`src/rtl/inst_buffer_pkg.sv`:
```
// Shared field widths and the packed entry layout for the decode-to-dispatch instruction buffer.
package inst_buffer_pkg;

    localparam int OPT_WID      = 7;
    localparam int FUNCT3_WID   = 3;
    localparam int REG_WID      = 6;
    localparam int XLEN         = 32;
    localparam int IB_ENTRY_WID = OPT_WID + FUNCT3_WID + 3 * REG_WID + XLEN;

    // Field order is MSB first: {opt, funct, rs1, rs2, rd, imm}.
    typedef struct packed {
        logic [OPT_WID-1:0]    opt;
        logic [FUNCT3_WID-1:0] funct;
        logic [REG_WID-1:0]    rs1;
        logic [REG_WID-1:0]    rs2;
        logic [REG_WID-1:0]    rd;
        logic [XLEN-1:0]       imm;
    } ib_entry_t;

endpackage

```
`src/rtl/inst_buffer_ib_ram.sv`:
```
// Entry storage: one synchronous write port, one asynchronous read port, no reset.
module ib_ram
    import inst_buffer_pkg::*;
#(
    parameter int DEPTH_LOG = 3
) (
    input  logic                    clk,
    input  logic                    we,
    input  logic [DEPTH_LOG-1:0]    waddr,
    input  logic [IB_ENTRY_WID-1:0] wdata,
    input  logic [DEPTH_LOG-1:0]    raddr,
    output logic [IB_ENTRY_WID-1:0] rdata
);

    localparam int DEPTH = 1 << DEPTH_LOG;

    logic [IB_ENTRY_WID-1:0] mem [DEPTH];

    always_ff @(posedge clk) begin
        if (we) begin
            mem[waddr] <= wdata;
        end
    end

    assign rdata = mem[raddr];

endmodule

```
`src/rtl/inst_buffer.sv`:
```
// Circular queue of decoded instructions between decode and dispatch, with flush and
// back-pressure; the head entry is shown to dispatch masked to zero when the queue is empty.
module inst_buffer
    import inst_buffer_pkg::*;
#(
    parameter int DEPTH_LOG = 3
) (
    input  logic                  clk,
    input  logic                  rst,
    input  logic                  flush,
    input  logic                  id_valid,
    input  logic [OPT_WID-1:0]    id_opt,
    input  logic [FUNCT3_WID-1:0] id_funct,
    input  logic [REG_WID-1:0]    id_rs1,
    input  logic [REG_WID-1:0]    id_rs2,
    input  logic [REG_WID-1:0]    id_rd,
    input  logic [XLEN-1:0]       id_imm,
    output logic                  id_vacant,
    input  logic                  ds_ready,
    output logic                  ds_valid,
    output logic [OPT_WID-1:0]    ds_opt,
    output logic [FUNCT3_WID-1:0] ds_funct,
    output logic [REG_WID-1:0]    ds_rs1,
    output logic [REG_WID-1:0]    ds_rs2,
    output logic [REG_WID-1:0]    ds_rd,
    output logic [XLEN-1:0]       ds_imm,
    output logic [DEPTH_LOG:0]    ib_count
);

    localparam int CNT_W = DEPTH_LOG + 1;
    localparam logic [CNT_W-1:0] FULL_CNT = CNT_W'(1 << DEPTH_LOG);

    logic [DEPTH_LOG-1:0] head_q, head_d;
    logic [DEPTH_LOG-1:0] tail_q, tail_d;
    logic [CNT_W-1:0]     count_q, count_d;

    logic                    push, pop, ram_we;
    ib_entry_t               wr_entry, rd_entry, head_entry;
    logic [IB_ENTRY_WID-1:0] rd_bits;

    // Vacancy comes from registered occupancy only, so there is no ds_ready -> id_vacant path.
    assign id_vacant = (count_q != FULL_CNT);
    assign ds_valid  = (count_q != '0);
    assign push      = id_valid & id_vacant;
    assign pop       = ds_valid & ds_ready;
    assign ram_we    = push & ~flush & ~rst;

    assign wr_entry = '{opt: id_opt, funct: id_funct, rs1: id_rs1,
                        rs2: id_rs2, rd: id_rd, imm: id_imm};

    always_comb begin
        head_d  = head_q;
        tail_d  = tail_q;
        count_d = count_q;
        if (rst || flush) begin
            head_d  = '0;
            tail_d  = '0;
            count_d = '0;
        end else begin
            if (push) tail_d = tail_q + 1'b1;
            if (pop)  head_d = head_q + 1'b1;
            count_d = count_q + CNT_W'(push) - CNT_W'(pop);
        end
    end

    always_ff @(posedge clk) begin
        head_q  <= head_d;
        tail_q  <= tail_d;
        count_q <= count_d;
    end

    ib_ram #(.DEPTH_LOG(DEPTH_LOG)) u_ram (
        .clk   (clk),
        .we    (ram_we),
        .waddr (tail_q),
        .wdata (wr_entry),
        .raddr (head_q),
        .rdata (rd_bits)
    );

    // Stale storage contents never leak to dispatch while the queue is empty.
    assign rd_entry   = ib_entry_t'(rd_bits);
    assign head_entry = ds_valid ? rd_entry : '0;

    assign ds_opt   = head_entry.opt;
    assign ds_funct = head_entry.funct;
    assign ds_rs1   = head_entry.rs1;
    assign ds_rs2   = head_entry.rs2;
    assign ds_rd    = head_entry.rd;
    assign ds_imm   = head_entry.imm;
    assign ib_count = count_q;

endmodule

```
`config.mk`:
```
export PLATFORM = sky130hd
export DESIGN_NAME = inst_buffer
export DESIGN_NICKNAME = d
export VERILOG_FILES = /design/src/rtl/inst_buffer_pkg.sv /design/src/rtl/inst_buffer_ib_ram.sv /design/src/rtl/inst_buffer.sv
export SDC_FILE = /design/constraint.sdc
export NUM_CORES = 1
export LEC_CHECK = 0
export CORE_MARGIN = 2
export CORE_UTILIZATION = 55
export CTS_BUF_LIST = sky130_fd_sc_hd__clkbuf_2
export DETAILED_ROUTE_END_ITERATION = 12
export PLACE_DENSITY = 0.84
export SYNTH_ARGS = -nofsm -noshare
export SYNTH_HDL_FRONTEND = slang
export SYNTH_SLANG_ARGS = --single-unit
```
`constraint.sdc`:
```
create_clock -name clk -period 6.55 [get_ports clk]
set_input_delay 1.31 -clock clk [delete_from_list [all_inputs] [get_ports clk]]
set_output_delay 1.31 -clock clk [all_outputs]
set_load 0.05 [all_outputs]
```
# ---- Word level (Yosys, flattened, before mapping)
# Memories as Yosys holds them, arrays and structs flattened. A register that Yosys moved wholly into a read port is not among the register bits.
# Index checks and enable logic that the tools add are counted.
dict set report word_totals {
  regBits 10
  latch_bits 0
  ramBits 480
  mem_bits_ro 0
  inputBits 65
  mem_count 1
}
# memory words width read_ports rd_ports_with_merged_regs wr line
set mem_list {}
lappend mem_list {u_ram.mem 8 60 1 1 1 inst_buffer_ib_ram.sv:17} ;# logic [IB_ENTRY_WID-1:0] mem [DEPTH];
dict set report op_classes {
  n_addsub 4
  n_mul 0
  div_mod_pow 0
  magnitude_cmp 0
  n_eq_ne 1
  shifts 0
  mux 5
  bitwise_logic 6
  reduce_logical 2
}
# op n
set op_table {}
lappend op_table {{60-bit 2-to-1 mux} 1}
lappend op_table {{3-bit by 1-bit adder with 3-bit output, second input constant} 2}
lappend op_table {{3-bit 2-to-1 mux} 2}
lappend op_table {{4-bit by 1-bit adder with 4-bit output} 1}
lappend op_table {{1-bit AND} 4}
lappend op_table {{4-bit inequality test, second input constant} 1}
lappend op_table {{4-bit nonzero test} 1}
lappend op_table {{4-bit by 1-bit subtractor with 4-bit output} 1}
lappend op_table {{1-bit 2-to-1 mux} 2}
lappend op_table {{1-bit NOT} 2}
lappend op_table {{1-bit logical OR} 1}

# ---- Depth between registers and ports, before layout
dict set report depth {
  ltp_word 6
  ltp_mapped 10
  depth_no_buf 10
}

# ---- By module
# A second synthesis with hierarchy kept.
dict set report hier_totals {
  cells_unflattened 834
  hier_area_um2 19182.1
}
# mod instances cells_per_inst area_each_um2 seq_area_each_um2
set modules_own_cells {}
lappend modules_own_cells {ib_ram 1 706 18206.2 14413.8}
lappend modules_own_cells {inst_buffer 1 128 975.9 200.2}

# ---- Worst setup path after synthesis
# Ideal clock, no wire load.
dict set report synth_path {
  path_type {input-to-reg}
  startpoint {in flush}
  endpoint {mem u_ram.mem[0][0] in the netlist's numbering, enable pin}
  t_arrival_ns 6.095
  required_time_ns 5.998
  slack_ns -0.097
  path_stages 3
  path_buffers 0
  path_cell_list {or2_1 -> or4_1 -> nor3_1}
}
dict set report synth_between {
  elab_chain_len 5
}
# item line
set synth_lines {}
lappend synth_lines {{start: declaration} inst_buffer.sv:10} ;# input logic flush,
lappend synth_lines {{1-bit NOT} inst_buffer.sv:46} ;# assign ram_we = push & ~flush & ~rst;
lappend synth_lines {{1-bit AND (2 in series)} inst_buffer.sv:46}
lappend synth_lines {{1-bit 2-to-1 mux} inst_buffer_ib_ram.sv:20} ;# if (we) begin
lappend synth_lines {{1-bit 2-to-1 mux (implied by the code)} inst_buffer_ib_ram.sv:21} ;# mem[waddr] <= wdata;
lappend synth_lines {{end: declaration} inst_buffer_ib_ram.sv:17}
# No other way between the ends.

# ---- Final worst setup path
dict set report layout_path {
  startpoint {reg count_q[2], in the netlist ib_count[2]}
  endpoint {out ds_rs1[5]}
}
dict set report layout_between {
  elab_chain_len 2
}
# item line
set layout_lines {}
lappend layout_lines {{start: declaration} inst_buffer.sv:35} ;# logic [CNT_W-1:0] count_q, count_d;
lappend layout_lines {{start signal: assignment} inst_buffer.sv:69} ;# count_q <= count_d;
lappend layout_lines {{4-bit nonzero test} inst_buffer.sv:43} ;# assign ds_valid = (count_q != '0);
lappend layout_lines {{60-bit 2-to-1 mux} inst_buffer.sv:83} ;# assign head_entry = ds_valid ? rd_entry : '0;
lappend layout_lines {{end: declaration} inst_buffer.sv:23} ;# output logic [REG_WID-1:0] ds_rs1,
# No other way between the ends.

==> impl_metrics.py <==
metrics = {
    "synth": {
        "yosysTopAreaCell": "edfxtp_1",
        "synthSimpleGateAreaFrac": 0.0103,
        "synthArstFlopShare": 0,
        "seq_area_frac_synth": 0.788,
        "synthMuxAreaShare": 0.146,
        "synth_compound_area_frac": 0.0332,
        "yosysMostFrequentCell": "edfxtp_1",
        "synth_cell_type_count": 32,
        "yosys-top-cells-count": "480 x edfxtp_1, 120 x mux4_2, 60 x a22o_1, 13 x dfxtp_1, 12 x buf_6",
        "synthAdderAreaFrac": 0.00578,
        "yosysWarnings": 0,
        "synth-main-ff-cell": "edfxtp_1",
        "ys_ff_latch": 493,
        "synth-xor-area-share": 0.000941,
        "synth.avg_cell_area_um2": 23.8,
        "syn_nets": 856,
        "synth_top_area_share": 0.774,
        "synth_top_family_by_area": "multiplexers",
        "syn_area_um2": 18600,
        "synth_edf_count": 480,
        "synthCells": 783,
        "ys_top_cells_by_area": "edfxtp_1 77%, mux4_2 15%, a22o_1 2.8%, dfxtp_1 1.4%, buf_6 0.73%",
    },
    "detailed_routing": {
        "vias_per_cell": 5.77,
        "dr.pass1.iters": 5,
        "drc": 0,
        "routed_wl_um": 35900,
        "drt_iter0_drc": 822,
        "ant_nets": 0,
        "wl_per_cell_um": 23.1,
        "vias": 8954,
    },
    "final_layout": {
        "seq_area_um2": 14700,
        "area_delta_synth_final_pct": 15.8,
        "drive_gt1_frac": 0.306,
        "layout.nets": 1075,
        "multi_input_area_um2": 3720,
        "design_area_um2": 21600,
        "fin_util": 0.644,
        "fillers": 2193,
        "stdcell_count": 1553,
    },
    "hold_path": {
        "hp-class": "flip-flop to flip-flop",
        "worstHoldStart": "head_q[2]$_SDFFE_PP0P_",
    },
    "global_route": {
        "overflow": 0,
        "grt_util_all_layers": 0.208,
        "antenna_found_initial": 4,
        "grt_max_degree": 75,
        "grt_pass1_wl_um": 54600,
        "grt_pass1_vias": 9542,
    },
    "clocking": {
        "clk_latency_ps": 1010,
        "postCtsSetupBuffers": 0,
        "cts_resized": 0,
        "cts_max_level": 3,
        "cts_tree": "built",
        "cts.sinks": 493,
        "cts-root-buf": "clkbuf_2",
        "cts_hold_buf": 0,
        "cts.clk_slew.worst_paths_ps": 100,
        "numCtsBuffers": 114,
        "clk_path_buf_depth": 3,
    },
    "timing": {
        "fin_crit_sh": 0.827,
        "timing.fmax_mhz": 185,
        "min_period_ps": 5420,
        "setup_viol": 0,
        "finalHoldViolCount": 0,
        "setup_tns_ps": 0,
        "hold_ws_ps": 493,
        "fin_skew_ps": 47.6,
        "worstMarginPinSlew_ps": 1060,
        "setup_ws_ps": 1130,
        "final_max_slew_viol_count": 0,
        "relSlewSlack": 0.294,
        "rsz0062_at_grt": "no",
    },
    "placed_design": {
        "dpl-instance-area_um2": 20500,
        "dp_slack_ps": 2150,
        "place_inst": 1334,
        "place.port_buffers": 130,
        "place_congestion": 0.739,
        "dp_hpwl_um": 18800,
    },
    "power_and_ir_drop": {
        "power-per-cell-area_nw_per_um2": 295,
        "p_leak_nw": 6.84,
        "totalPowerFinal_mw": 6.36,
        "vdd_drop_max_v": 0.000191,
    },
    "floorplan": {
        "die_w_um": 188,
        "ios": 131,
        "die_y_um": 188,
        "dieArea_um2": 35300,
        "coreArea_um2": 33400,
        "rows": 67,
        "initial_core_util": 0.557,
    },
    "run": {
        "drv_cap": 0,
    },
    "critical_path": {
        "critPathRequiredTime_ps": 5240,
        "worstPathArrival_ps": 4110,
        "critPathKind": "flip-flop to output port",
        "rr_startpoint": "ib_count[2]$_SDFF_PP0_",
        "crit_path_end_kind": "output port",
        "cp-startpoint": "ib_count[2]$_SDFF_PP0_",
        "start_kind": "flip-flop",
        "critPathMaxFanout": 39,
    },
    "outcome": {
        "outcome": "completed",
    },
}
sequential cells by signal (all words and copies together), names as in the netlist, named ones only:
| name | count |
|---|---|
| u_ram.mem | 480 |
| ib_count | 4 |
| head_q | 3 |
| tail_q | 3 |
worst max-delay path, stage by stage (launching register included):
cell and delay (ps):
dfxtp_1 340, inv_1 70, ha_1 190, nor3b_4 180, nor2_4 600, buf_4 610
a22o_1 280, clkdlybuf4s50_1 830
power by group:
part	total, mW	internal [mW]	leakage (nW)	switching [mW]
clock	1.91	0.749	0.830	1.16
sequential	3.50	3.48	4.43	0.0157
combinational	0.963	0.350	1.58	0.613
worst paths after layout:
| check | cells after the start | end | slack [ps] |
|---|---|---|---|
| max | 7 | ds_rs1[5] | 1130 |
| min | 2 | head_q[2]$_SDFFE_PP0P_ | 490 |
| max reg2reg | 6 | u_ram.mem[2][44]$_DFFE_PP_ | 3550 |
| min reg2reg | 2 | head_q[2]$_SDFFE_PP0P_ | 490 |
routing by layer:
| layer | global-route usage | vias to the layer above | part of all wire |
|---|---|---|---|
| met5 | 0 | - | 0.00039 |
| met4 | 0.0854 | 2 | 0.021 |
| met3 | 0.0496 | 58 | 0.074 |
| met2 | 0.341 | 379 | 0.51 |
| met1 | 0.273 | 4619 | 0.39 |
| li1 | - | 3896 | - |
cells in the final DEF (no fill, tap or decap), types with 6 or more instances in the layout:
cell and n:
a22o_1 60, ha_1 7, buf_12 7, dfxtp_1 11, buf_4 6, clkdlybuf4s50_1 130
mux4_2 120, inv_1 8, clkinv_1 26, a21oi_1 10, nor2_4 7, inv_2 6
clkinv_2 10, clkbuf_2 172, edfxtp_1 480
cells by family (layout without fill, tap and decap cells):
| logic type | count (synthesis) | in the layout |
|---|---|---|
| muxes | 121 | 121 |
| AOI/OAI and AO/OA | 77 | 77 |
| DFF | 493 | 493 |
| and+or+nand+nor | 33 | 33 |
| xor gates and xnor gates | 2 | 2 |
| buffers and inverters | 49 | 367 |
| adders and majority gates | 8 | 8 |
| other | 0 | 4 |
area by class of cell:
class                   count  share of cell area
repair buffers            143              0.0690
well taps                 448              0.0260
diodes                      4            0.000464
multi-input cells         241               0.172
inverters                   9             0.00157
flip-flops and latches    493               0.681
clock inverters            43             0.00946
clock buffers             172              0.0399
(Power assumes the default switching activity.)
